<file path="config.mk">
export PLATFORM = sky130hd
export DESIGN_NAME = pb_conditioner
export DESIGN_NICKNAME = d
export VERILOG_FILES = /design/src/rtl/pb_conditioner.sv
export SDC_FILE = /design/constraint.sdc
export NUM_CORES = 1
export LEC_CHECK = 0
export BUFFER_PORTS_ARGS = -buffer_cell sky130_fd_sc_hd__buf_4
export CORE_MARGIN = 1
export CORE_UTILIZATION = 25
export CTS_CLUSTER_SIZE = 24
export DETAILED_ROUTE_END_ITERATION = 6
export MAX_ROUTING_LAYER = met4
export PLACE_DENSITY = 0.49
export SLEW_MARGIN = 10
export SYNTH_ARGS = -nofsm -noshare
export SYNTH_HDL_FRONTEND = slang
export SYNTH_SLANG_ARGS = --single-unit
export TNS_END_PERCENT = 1
</file>
<file path="constraint.sdc">
create_clock -name hz100 -period 5.9 [get_ports hz100]
set_clock_uncertainty 0.15 [all_clocks]
set_input_delay 1.18 -clock hz100 [delete_from_list [all_inputs] [get_ports hz100]]
set_output_delay 1.18 -clock hz100 [all_outputs]
set_load 0.01 [all_outputs]
</file>
<file path="src/rtl/pb_conditioner.sv">
// Pushbutton conditioner: two-flop synchronizer, per-button stability-count debounce,
// one-cycle press pulses and a highest-index keycode/strobe encoder.
module pb_conditioner #(
    parameter int WIDTH    = 21,
    parameter int DEBOUNCE = 3
) (
    input  logic             hz100,
    input  logic             reset,
    input  logic [WIDTH-1:0] pb,
    output logic [WIDTH-1:0] pb_clean,
    output logic [WIDTH-1:0] pb_press,
    output logic [4:0]       key_code,
    output logic             key_strobe
);

    localparam int            CW       = $clog2(DEBOUNCE + 1);
    localparam logic [CW-1:0] CNT_LAST = CW'(DEBOUNCE - 1);

    logic [WIDTH-1:0] s1, s2;
    logic [WIDTH-1:0] clean_nxt;
    logic [WIDTH-1:0] rise;
    logic [CW-1:0]    cnt     [WIDTH];
    logic [CW-1:0]    cnt_nxt [WIDTH];
    logic [4:0]       code_nxt;

    // NOTE: every output of this block gets a default before any branch, so no latches form.
    always_comb begin
        clean_nxt = pb_clean;
        code_nxt  = key_code;
        for (int i = 0; i < WIDTH; i++) begin
            cnt_nxt[i] = '0;
            if (s2[i] != pb_clean[i]) begin
                if (cnt[i] == CNT_LAST) begin
                    clean_nxt[i] = s2[i];
                end else begin
                    cnt_nxt[i] = cnt[i] + CW'(1);
                end
            end
        end
        rise = clean_nxt & ~pb_clean;
        // Ascending scan: the highest newly pressed index overwrites lower ones.
        for (int i = 0; i < WIDTH; i++) begin
            if (rise[i]) begin
                code_nxt = 5'(i);
            end
        end
    end

    // NOTE: state updates use non-blocking assignments so every flop samples pre-edge values.
    always_ff @(posedge hz100 or posedge reset) begin
        if (reset) begin
            s1         <= '0;
            s2         <= '0;
            pb_clean   <= '0;
            pb_press   <= '0;
            key_code   <= '0;
            key_strobe <= 1'b0;
            // NOTE: the counter array is reset too, so a count in progress never survives reset.
            for (int i = 0; i < WIDTH; i++) begin
                cnt[i] <= '0;
            end
        end else begin
            s1         <= pb;
            s2         <= s1;
            pb_clean   <= clean_nxt;
            pb_press   <= rise;
            key_code   <= code_nxt;
            key_strobe <= |rise;
            for (int i = 0; i < WIDTH; i++) begin
                cnt[i] <= cnt_nxt[i];
            end
        end
    end

endmodule

</file>
==> results.ini, run 1 <==
[placed_design]
placed_area_um2 = 5574
hpwl_um = 6265
numPortBuffers = 70
pre_cts_slack_ns = 3.056
place_inst = 612
place_congestion = 0.6752

[synthesis]
ys_ff_latch = 132
synth_top_cell_by_area = dfrtp_1
synth_flop_cell = dfrtp_1
synth_area_leaders = dfrtp_1, mux2_2, xnor2_1
syn_nets = 331
synth_top_area_share = 0.6958
async_reset_ff_frac = 1.000
synth_area_um2 = 4747
ys_types = 36
synth_warnings = 0
synth_edf_count = 0
syn_avg_cell_area_um2 = 15.41
netlist_instances = 308
ys_seq_area_frac = 0.6958

[critical_path]
r2r_slack_ns = 3.98
critical_path_buf_inv_count = 1
crit_chain = buf_4
slowest_delay_ns = 0.44
worstPathArrival_ns = 1.02
startpoint_type = register
slowest_stage = dfrtp_1
cpLargestDelayFamily = flip-flops
end_kind = primary output
crit_start = pb_clean[18]
reg2reg_from = cnt[41]
crit_type = reg -> out
crit_required_ns = 4.57
critPathMaxFanout = 4

[timing]
hold_violations = 0
rsz0062_at_grt = false
worst_slack_ns = 3.549
fin_crit_ns = 2.351
hold_slack_ns = 0.1960
tightestPinTransition_ns = 0.9220
period_share = 0.3985
slew_headroom = 0.3854
max_freq_ghz = 0.4253
slew_viol_final = 0
setup_violations = 0
finalSetupTns_ns = 0

[floorplanning]
coreArea_um2 = 18640
die_h_um = 139.8
rows = 50
start_util = 0.2546
die_w_um = 139.8
dieArea_um2 = 19540
pin_count = 71

[grt]
grt_max_degree = 76
gr-total-overflow = 0
antenna_found_initial = 0
grt_first_pass_wirelength_um = 14780
grt_use_total = 0.1041
grt_pass1_vias = 2868

[flow_run]
max_cap_viol_count = 0

[hold_path]
hp-class = reg -> reg
min_from = s1[16]

[drt]
post-route-drc-count = 0
final_antenna_net_count = 0
wl_per_cell_um = 13.84
vias = 2665
via_per_inst = 4.138
wirelength_um = 8916
drt-pass1-iter-count = 4
drt_iter0_drc = 110

[pwr]
p_per_area_nw_per_um2 = 541.8
p_total_mw = 3.378
seqPwrFrac = 0.410
switching_share = 0.2792
power_frac_clock = 0.344
internal-power_mw = 2.435
net-switching-power_mw = 0.9433
p_leak_nw = 2.852
vdd_ir_drop_max_mv = 0.2390
pwr-share-comb = 0.245

[layout]
utilization = 0.3344
stdcell_count = 644
drive_gt1_frac = 0.3488
design_area_um2 = 6235
final_common_cell = dfrtp_1
fillers = 1811
syn_to_final_growth_pct = 31.34
layout.nets = 420
num_antenna_cells = 0
final_cell_mix = dfrtp_1, buf_4, nor3_1

[outcome]
status = finished, final reports clean

[clock_network]
htree_num_levels = 4
numCtsBuffers = 17
cts_setup_buffers = 0
clk_latency_ns = 0.41
cts_root_buf = clkbuf_16
clkTransAtPathRegs_ns = 0.05
cts_tree = yes
cts_hold_buf = 0
clockBufferDepth = 2
cts_resized = 0
clock_sink_count = 132

[layer usage]
metal	routed length, µm	share of wire	track usage
met3	492	0.055	0.04233
met5	0	0	-
met4	116	0.013	0.03991
met1	4090	0.46	0.1248
met2	4216	0.47	0.1558
[final cells by class]
class,instances,area (µm²),share of cell area
Multi-Input combinational cell,167,1405,0.2254
Inverter,8,40.04,0.006422
Sequential cell,132,3303,0.5298
Tap cell,234,292.8,0.04696
Timing Repair Buffer,71,533.0,0.08549
Clock inverter,9,172.7,0.02769
Clock buffer,23,488.0,0.07827
[synthesized netlist by cell type (all sizes together) (4+ instances only)]
library cell  instances
dfrtp               132
nor3                 23
mux2                 21
nor3b                21
xnor2                21
nand2b               15
and4bb               13
nor2                  9
nor2b                 9
inv                   7
nand2                 5
nor4                  5
nand4bb               4
[final timing paths]
check / to / cells past startpoint
setup / recovery: pb_clean[18] / 1
hold / removal: s2[16] / 0
setup reg to reg: key_code[2] / 5
hold reg to reg: s2[16] / 0
max in group asynchronous: cnt[13] / 3
min in group asynchronous: cnt[22] / 2
[logic make-up after synthesis]
| family | after synthesis | share of synthesized area |
|---|---|---|
| DFF | 132 | 0.6958 |
| and+or+nand+nor | 109 | 0.1832 |
| xor gates and xnor gates | 21 | 0.03875 |
| muxes | 21 | 0.04982 |
| AOI/OAI and AO/OA | 16 | 0.02425 |
| buffers and inverters | 9 | 0.008171 |
[registers in the layout, indices dropped and copies added (netlist names)]
name and count:
s2 21, pb_press 21, cnt 42, key_strobe 1
s1 21, pb_clean 21, key_code 5
[power by group through the flow]
stage	clock network, mW	logic [mW]	registers (mW)
after detailed placement	0	0.847	1.40
final	1.16	0.829	1.39
after global routing	1.24	0.915	1.43
after global placement	0	0.820	1.39
after CTS	1.20	0.850	1.39
after floorplan	0	0.514	1.40
Note: power is estimated with default switching activity, not from simulation.
==> inputs of run 2 (changes only) <==
clock period = 2.4 ns   (was 5.9 ns; I/O delays follow)
==> results.ini, run 2 (synthesis gave the netlist of run 1 again) <==
[critical_path]
r2r_slack_ns = 0.54
crit_start = pb_clean[0]
reg2reg_to = key_code[2]
worstRegToRegCells = 5
path_depth = 5
crit_required_ns = 2.60
reg2reg_from = pb_clean[0]
startpoint_type = register
cpLargestDelayFamily = simple AND/OR/NAND/NOR gates
critPathMaxFanout = 5
slowest_stage = dfrtp_1
crit_type = reg -> reg
end_kind = register
worstPathArrival_ns = 2.06
slowest_delay_ns = 0.40
critical_path_buf_inv_count = 0
crit_chain = and4bb_2 > nor4_1 > nand2_1 > nor3_4 > a221o_1

[drt]
wirelength_um = 9208
via_per_inst = 4.133
vias = 2736
drt-pass1-iter-count = 4
drt_iter0_drc = 91
post-route-drc-count = 0
wl_per_cell_um = 13.91
final_antenna_net_count = 0

[placed_design]
numPortBuffers = 70
place_inst = 614
place_congestion = 0.6920
hpwl_um = 6341

[flow_run]
max_cap_viol_count = 0

[grt]
gr-total-overflow = 0
grtUsageMet3 = 0.04577
antenna_found_initial = 0
grt_pass1_vias = 2905
grt_use_total = 0.1078
grt_first_pass_wirelength_um = 15190
grt_max_degree = 60
met2_usage = 0.1626
grt-busiest-layer = met2
grt_use_met1 = 0.1249

[clock_network]
cts_resized = 0
numCtsBuffers = 17
cts_hold_buf = 14
clock_sink_count = 132
clkTransAtPathRegs_ns = 0.06
cts_root_buf = clkbuf_16
htree_num_levels = 4
clk_latency_ns = 0.42
cts_tree = yes
clockBufferDepth = 2
cts_setup_buffers = 0

[hold_path]
whs_path_depth = 1
whs_endpoint = s1[1]
hp-class = in -> reg
min_from = pb[1]

[floorplanning]
start_util = 0.2546
pin_count = 71
die_w_um = 139.8
dieArea_um2 = 19540
coreArea_um2 = 18640
rows = 50
die_h_um = 139.8

[timing]
tightestPinTransition_ns = 0.4893
setup_violations = 0
hold_violations = 0
slew_viol_final = 0
finalSetupTns_ns = 0
period_share = 0.7738
fin_crit_ns = 1.857
rsz0062_at_grt = false
slew_headroom = 0.6731
max_freq_ghz = 0.5384

[layout]
largest_register = cnt
num_antenna_cells = 0
final_common_cell = dfrtp_1
drive_gt1_frac = 0.3411
final_cell_mix = dfrtp_1, buf_4, nor3_1
stdcell_count = 662
layout.nets = 438
syn_to_final_growth_pct = 34.48
largest_register_ffs = 42

[pwr]
p_per_area_nw_per_um2 = 1274
vdd_ir_drop_max_mv = 0.5000
p_total_mw = 8.134
net-switching-power_mw = 2.385
switching_share = 0.2932
internal-power_mw = 5.749
seqPwrFrac = 0.417
pwr-share-comb = 0.255
p_leak_nw = 2.903
power_frac_clock = 0.328

[outcome]
status = finished, final reports clean

## run 2: area by class of cell
| class | count | area (µm²) |
|---|---|---|
| multi-input cells | 167 | 1405 |
| clock inverters | 12 | 153.9 |
| repair buffers | 89 | 733.2 |
| inverters | 8 | 38.79 |
| well taps | 234 | 292.8 |
| clock buffers | 20 | 456.7 |
| flip-flops and latches | 132 | 3303 |
| fillers | 1846 | 12260 |
## run 2: power by group through the flow
stage	sequential [mW]	combinational (mW)	clock (mW)
floorplan	3.44	1.26	0
global placement	3.38	2.05	0
detailed placement	3.44	2.10	0
CTS	3.40	2.13	2.75
global route	3.50	2.29	2.85
finish	3.39	2.08	2.67
## run 2: layer usage
metal	wire length, µm	part of all wire
met5	0	0
met2	4381	0.48
met4	131	0.014
met3	525	0.057
met1	4170	0.45
## run 2: worst max-delay path by stage
stage             endpoint
2_1_floorplan       cnt[0]
3_3_place_gp   key_code[2]
3_5_place_dp   key_code[2]
4_1_cts        key_code[2]
5_1_grt        key_code[1]
6_report       key_code[2]
## run 2: worst reg2reg max path: stages (launching register included)
cell,delay (ns)
dfrtp_1,0.40
and4bb_2,0.28
nor4_1,0.40
nand2_1,0.17
nor3_4,0.21
a221o_1,0.18
## run 2: metrics by stage
step / cell area (µm²) / setup WS, ns / utilization / hold WS, ns
2_1_floorplan: 4751 / 0.1328 / - / 0.1812
3_3_place_gp: 5613 / 0.5410 / 0.3011 / 0.1821
3_5_place_dp: 5613 / 0.4988 / 0.3011 / 0.1847
4_1_cts: 6364 / 0.4637 / 0.3413 / 0.0006063
5_1_grt: 6384 / 0.3196 / 0.3424 / 0.0006802
6_report: 6384 / 0.5428 / 0.3424 / 0.02043
==> inputs of run 3 (changes only) <==
ABC_AREA = 1   (was default)
clock period = 1.82 ns   (was 2.4 ns; I/O delays follow)
==> results.ini, run 3 <==
[outcome]
status = finished, violations left
failed_checks = negative setup slack

[timing]
max_freq_ghz = 0.5483
rsz0062_at_grt = true
worst_slack_ns = -0.003853
setup_violations = 1
tightestPinTransition_ns = 0.6343
slew_headroom = 0.5771
period_share = 1.002
slew_viol_final = 0
hold_violations = 0
fin_crit_ns = 1.824

[drt]
via_per_inst = 3.963
post-route-drc-count = 0
final_antenna_net_count = 0
drt-pass1-iter-count = 4
vias = 3107
wl_per_cell_um = 11.67
drt_iter0_drc = 92
wirelength_um = 9146

[critical_path]
worstPathArrival_ns = 1.98
end_kind = register
crit_start = cnt[36]
r2r_slack_ns = -0.004
critPathMaxFanout = 2
slowest_delay_ns = 0.40
slowest_stage = dfrtp_1
startpoint_type = register
reg2reg_to = key_code[0]
crit_required_ns = 1.98
crit_type = reg -> reg
crit_top_cell = nand2_1
worstRegToRegCells = 22
reg2reg_from = cnt[36]
crit_chain = nor2_4 > nand2_2 > nand2_2 > nand2_2 > nand2_1 > nand2_1 > nand2_1 > nand2_1 > nand2_1 > nand2_1 > nand2_1 > nand2_1 > nand2_1 > nand2_1 > nand2_1 > nand2_1 > nand2_1 > nand2_1 > nand2_1 > nand2_1 > nand2_1 > nand2_1

[synthesis]
synth_warnings = 0
synthAdderAreaFrac = 0
synthMuxAreaShare = 0
synth_commonest_cells = dfrtp_1, nand2_1, nor3_1, inv_1, inv_2
synth_edf_count = 0
synth_area_um2 = 4736
ys_seq_area_frac = 0.6975
synth_top_family_by_area = simple AND/OR/NAND/NOR gates
synth_top_cell_by_area = dfrtp_1
syn_avg_cell_area_um2 = 11.69
synth-compound-area-share = 0.02959
syn_nets = 428
ys_ff_latch = 132
async_reset_ff_frac = 1.000
netlist_instances = 405
synth.most_common_cell = dfrtp_1
ys_types = 24
synth_top_area_share = 0.6975
synth_area_leaders = dfrtp_1, nand2_1, nor3_1
synth_flop_cell = dfrtp_1
synth_simple_gate_area_frac = 0.1815
yosys.area_share.xor_xnor = 0.03884

[floorplanning]
die_h_um = 139.6
rows = 49
pin_count = 71
start_util = 0.2592
coreArea_um2 = 18270
die_w_um = 139.6
dieArea_um2 = 19500

[layout]
syn_to_final_growth_pct = 38.78
num_antenna_cells = 0
largest_register = cnt
layout.nets = 570
design_area_um2 = 6573
drive_gt1_frac = 0.3459
fillers = 1816
largest_register_ffs = 42
final_cell_mix = dfrtp_1, buf_4, nand2_1
final_common_cell = dfrtp_1
stdcell_count = 784

[pwr]
vdd_ir_drop_max_mv = 0.6513
switching_share = 0.3226
seqPwrFrac = 0.410
p_per_area_nw_per_um2 = 1611
pwr-share-comb = 0.296
p_leak_nw = 3.207
power_frac_clock = 0.294
internal-power_mw = 7.171
net-switching-power_mw = 3.415

[clock_network]
numCtsBuffers = 17
cts_root_buf = clkbuf_16
clock_sink_count = 132
clkTransAtPathRegs_ns = 0.06
htree_num_levels = 4
clk_latency_ns = 0.42
cts_tree = yes
clockBufferDepth = 2

[grt]
grt_pass1_vias = 3243
gr-total-overflow = 0
grt-busiest-layer = met2
grt_max_degree = 83
met2_usage = 0.1608
grt_use_total = 0.1093
grt_use_met1 = 0.1298
grtUsageMet3 = 0.04370
antenna_found_initial = 0
grt_first_pass_wirelength_um = 15530

[placed_design]
numPortBuffers = 70
place_congestion = 0.7553
place_inst = 733
hpwl_um = 6475
placed_area_um2 = 5782

[hold_path]
whs_path_depth = 0
min_from = s1[13]
hp-class = reg -> reg
whs_endpoint = s2[13]

[flow_run]
max_cap_viol_count = 0

==> run 3: cell types whose count changed after synthesis, moves of 9 or more <==
cell      before  now
nor3b_1       21    0
mux2_2        21    0
nand2_1        5   75
nor2_1         9   18
nand2b_1      13    0
o21ai_0        2   17
inv_2          2   25
inv_1          5   39
nor2b_1        9    0
nor3_1        22   40
==> run 3: routing by layer <==
metal / routed length [µm] / vias to the layer above
li1: - / 1546
met1: 4321 / 1482
met2: 4151 / 63
met3: 473 / 16
met4: 200 / 0
met5: 0 / -
==> run 3: worst max path at each step <==
| stage | end | slack (ns) | depth (start not counted) |
|---|---|---|---|
| 3_5_place_dp | key_code[0] | -0.02 | 23 |
| 4_1_cts | key_code[0] | -0.02 | 23 |
| 5_1_grt | key_code[0] | -0.27 | 22 |
| 3_3_place_gp | key_code[0] | -0.004 | 22 |
| 2_1_floorplan | cnt[0] | -0.33 | 1 |
| 6_report | key_code[0] | -0.004 | 22 |
==> run 3: worst max-delay path, delay by kind of cell, from the launching register on <==
kind / cells / cell delay (ns)
flip-flops: 1 / 0.40
AND/OR/NAND/NOR: 22 / 1.16
==> run 3: cell families after synthesis <==
kind of cell	after synthesis
buf+inv	65
compound gates	26
xor+xnor	21
simple gates	161
flops	132
==> run 3: stage by stage <==
| stage | total power, mW | hold WS (ns) | setup TNS (ns) | setup WS, ns | util |
|---|---|---|---|---|---|
| floorplan | 6.126 | 0.1812 | -43.72 | -0.3312 | - |
| global placement | 7.347 | 0.1826 | -0.003792 | -0.003792 | 0.3165 |
| detailed placement | 7.495 | 0.1847 | -0.02019 | -0.02019 | 0.3165 |
| CTS | 10.76 | 0.1943 | -0.02351 | -0.02351 | 0.3582 |
| global route | 11.36 | 0.1929 | -0.5223 | -0.2680 | 0.3597 |
| finish | 10.59 | 0.1906 | -0.003853 | -0.003853 | 0.3597 |
==> run 3: area by class of cell <==
class                      count  area [µm²]  area share
clock buffer                  21       470.5     0.07158
clock inverter                 6       57.56    0.008757
tap                          229       286.5     0.04359
sequential                   132        3303      0.5026
multi-input combinational    208        1211      0.1843
inverter                      65       252.7     0.03845
timing repair buffer         123       991.0      0.1508
==> run 3: what timing repair did <==
action                                  CTS  global route
hold endpoints to repair                103             0
gates cloned                              0             0
pin swaps                                 2             6
gates resized for setup                   1             9
buffers inserted                          2             0
hold buffers                             22             0
endpoints found under the setup margin    2             6
==> run 3: power groups by stage <==
stage | clock [mW] | sequential [mW] | combinational (mW)
after floorplan | 0 | 4.49 | 1.63
after global placement | 0 | 4.34 | 3.00
after detailed placement | 0 | 4.39 | 3.10
after CTS | 3.24 | 4.35 | 3.17
after global routing | 3.35 | 4.46 | 3.55
final | 3.11 | 4.34 | 3.13
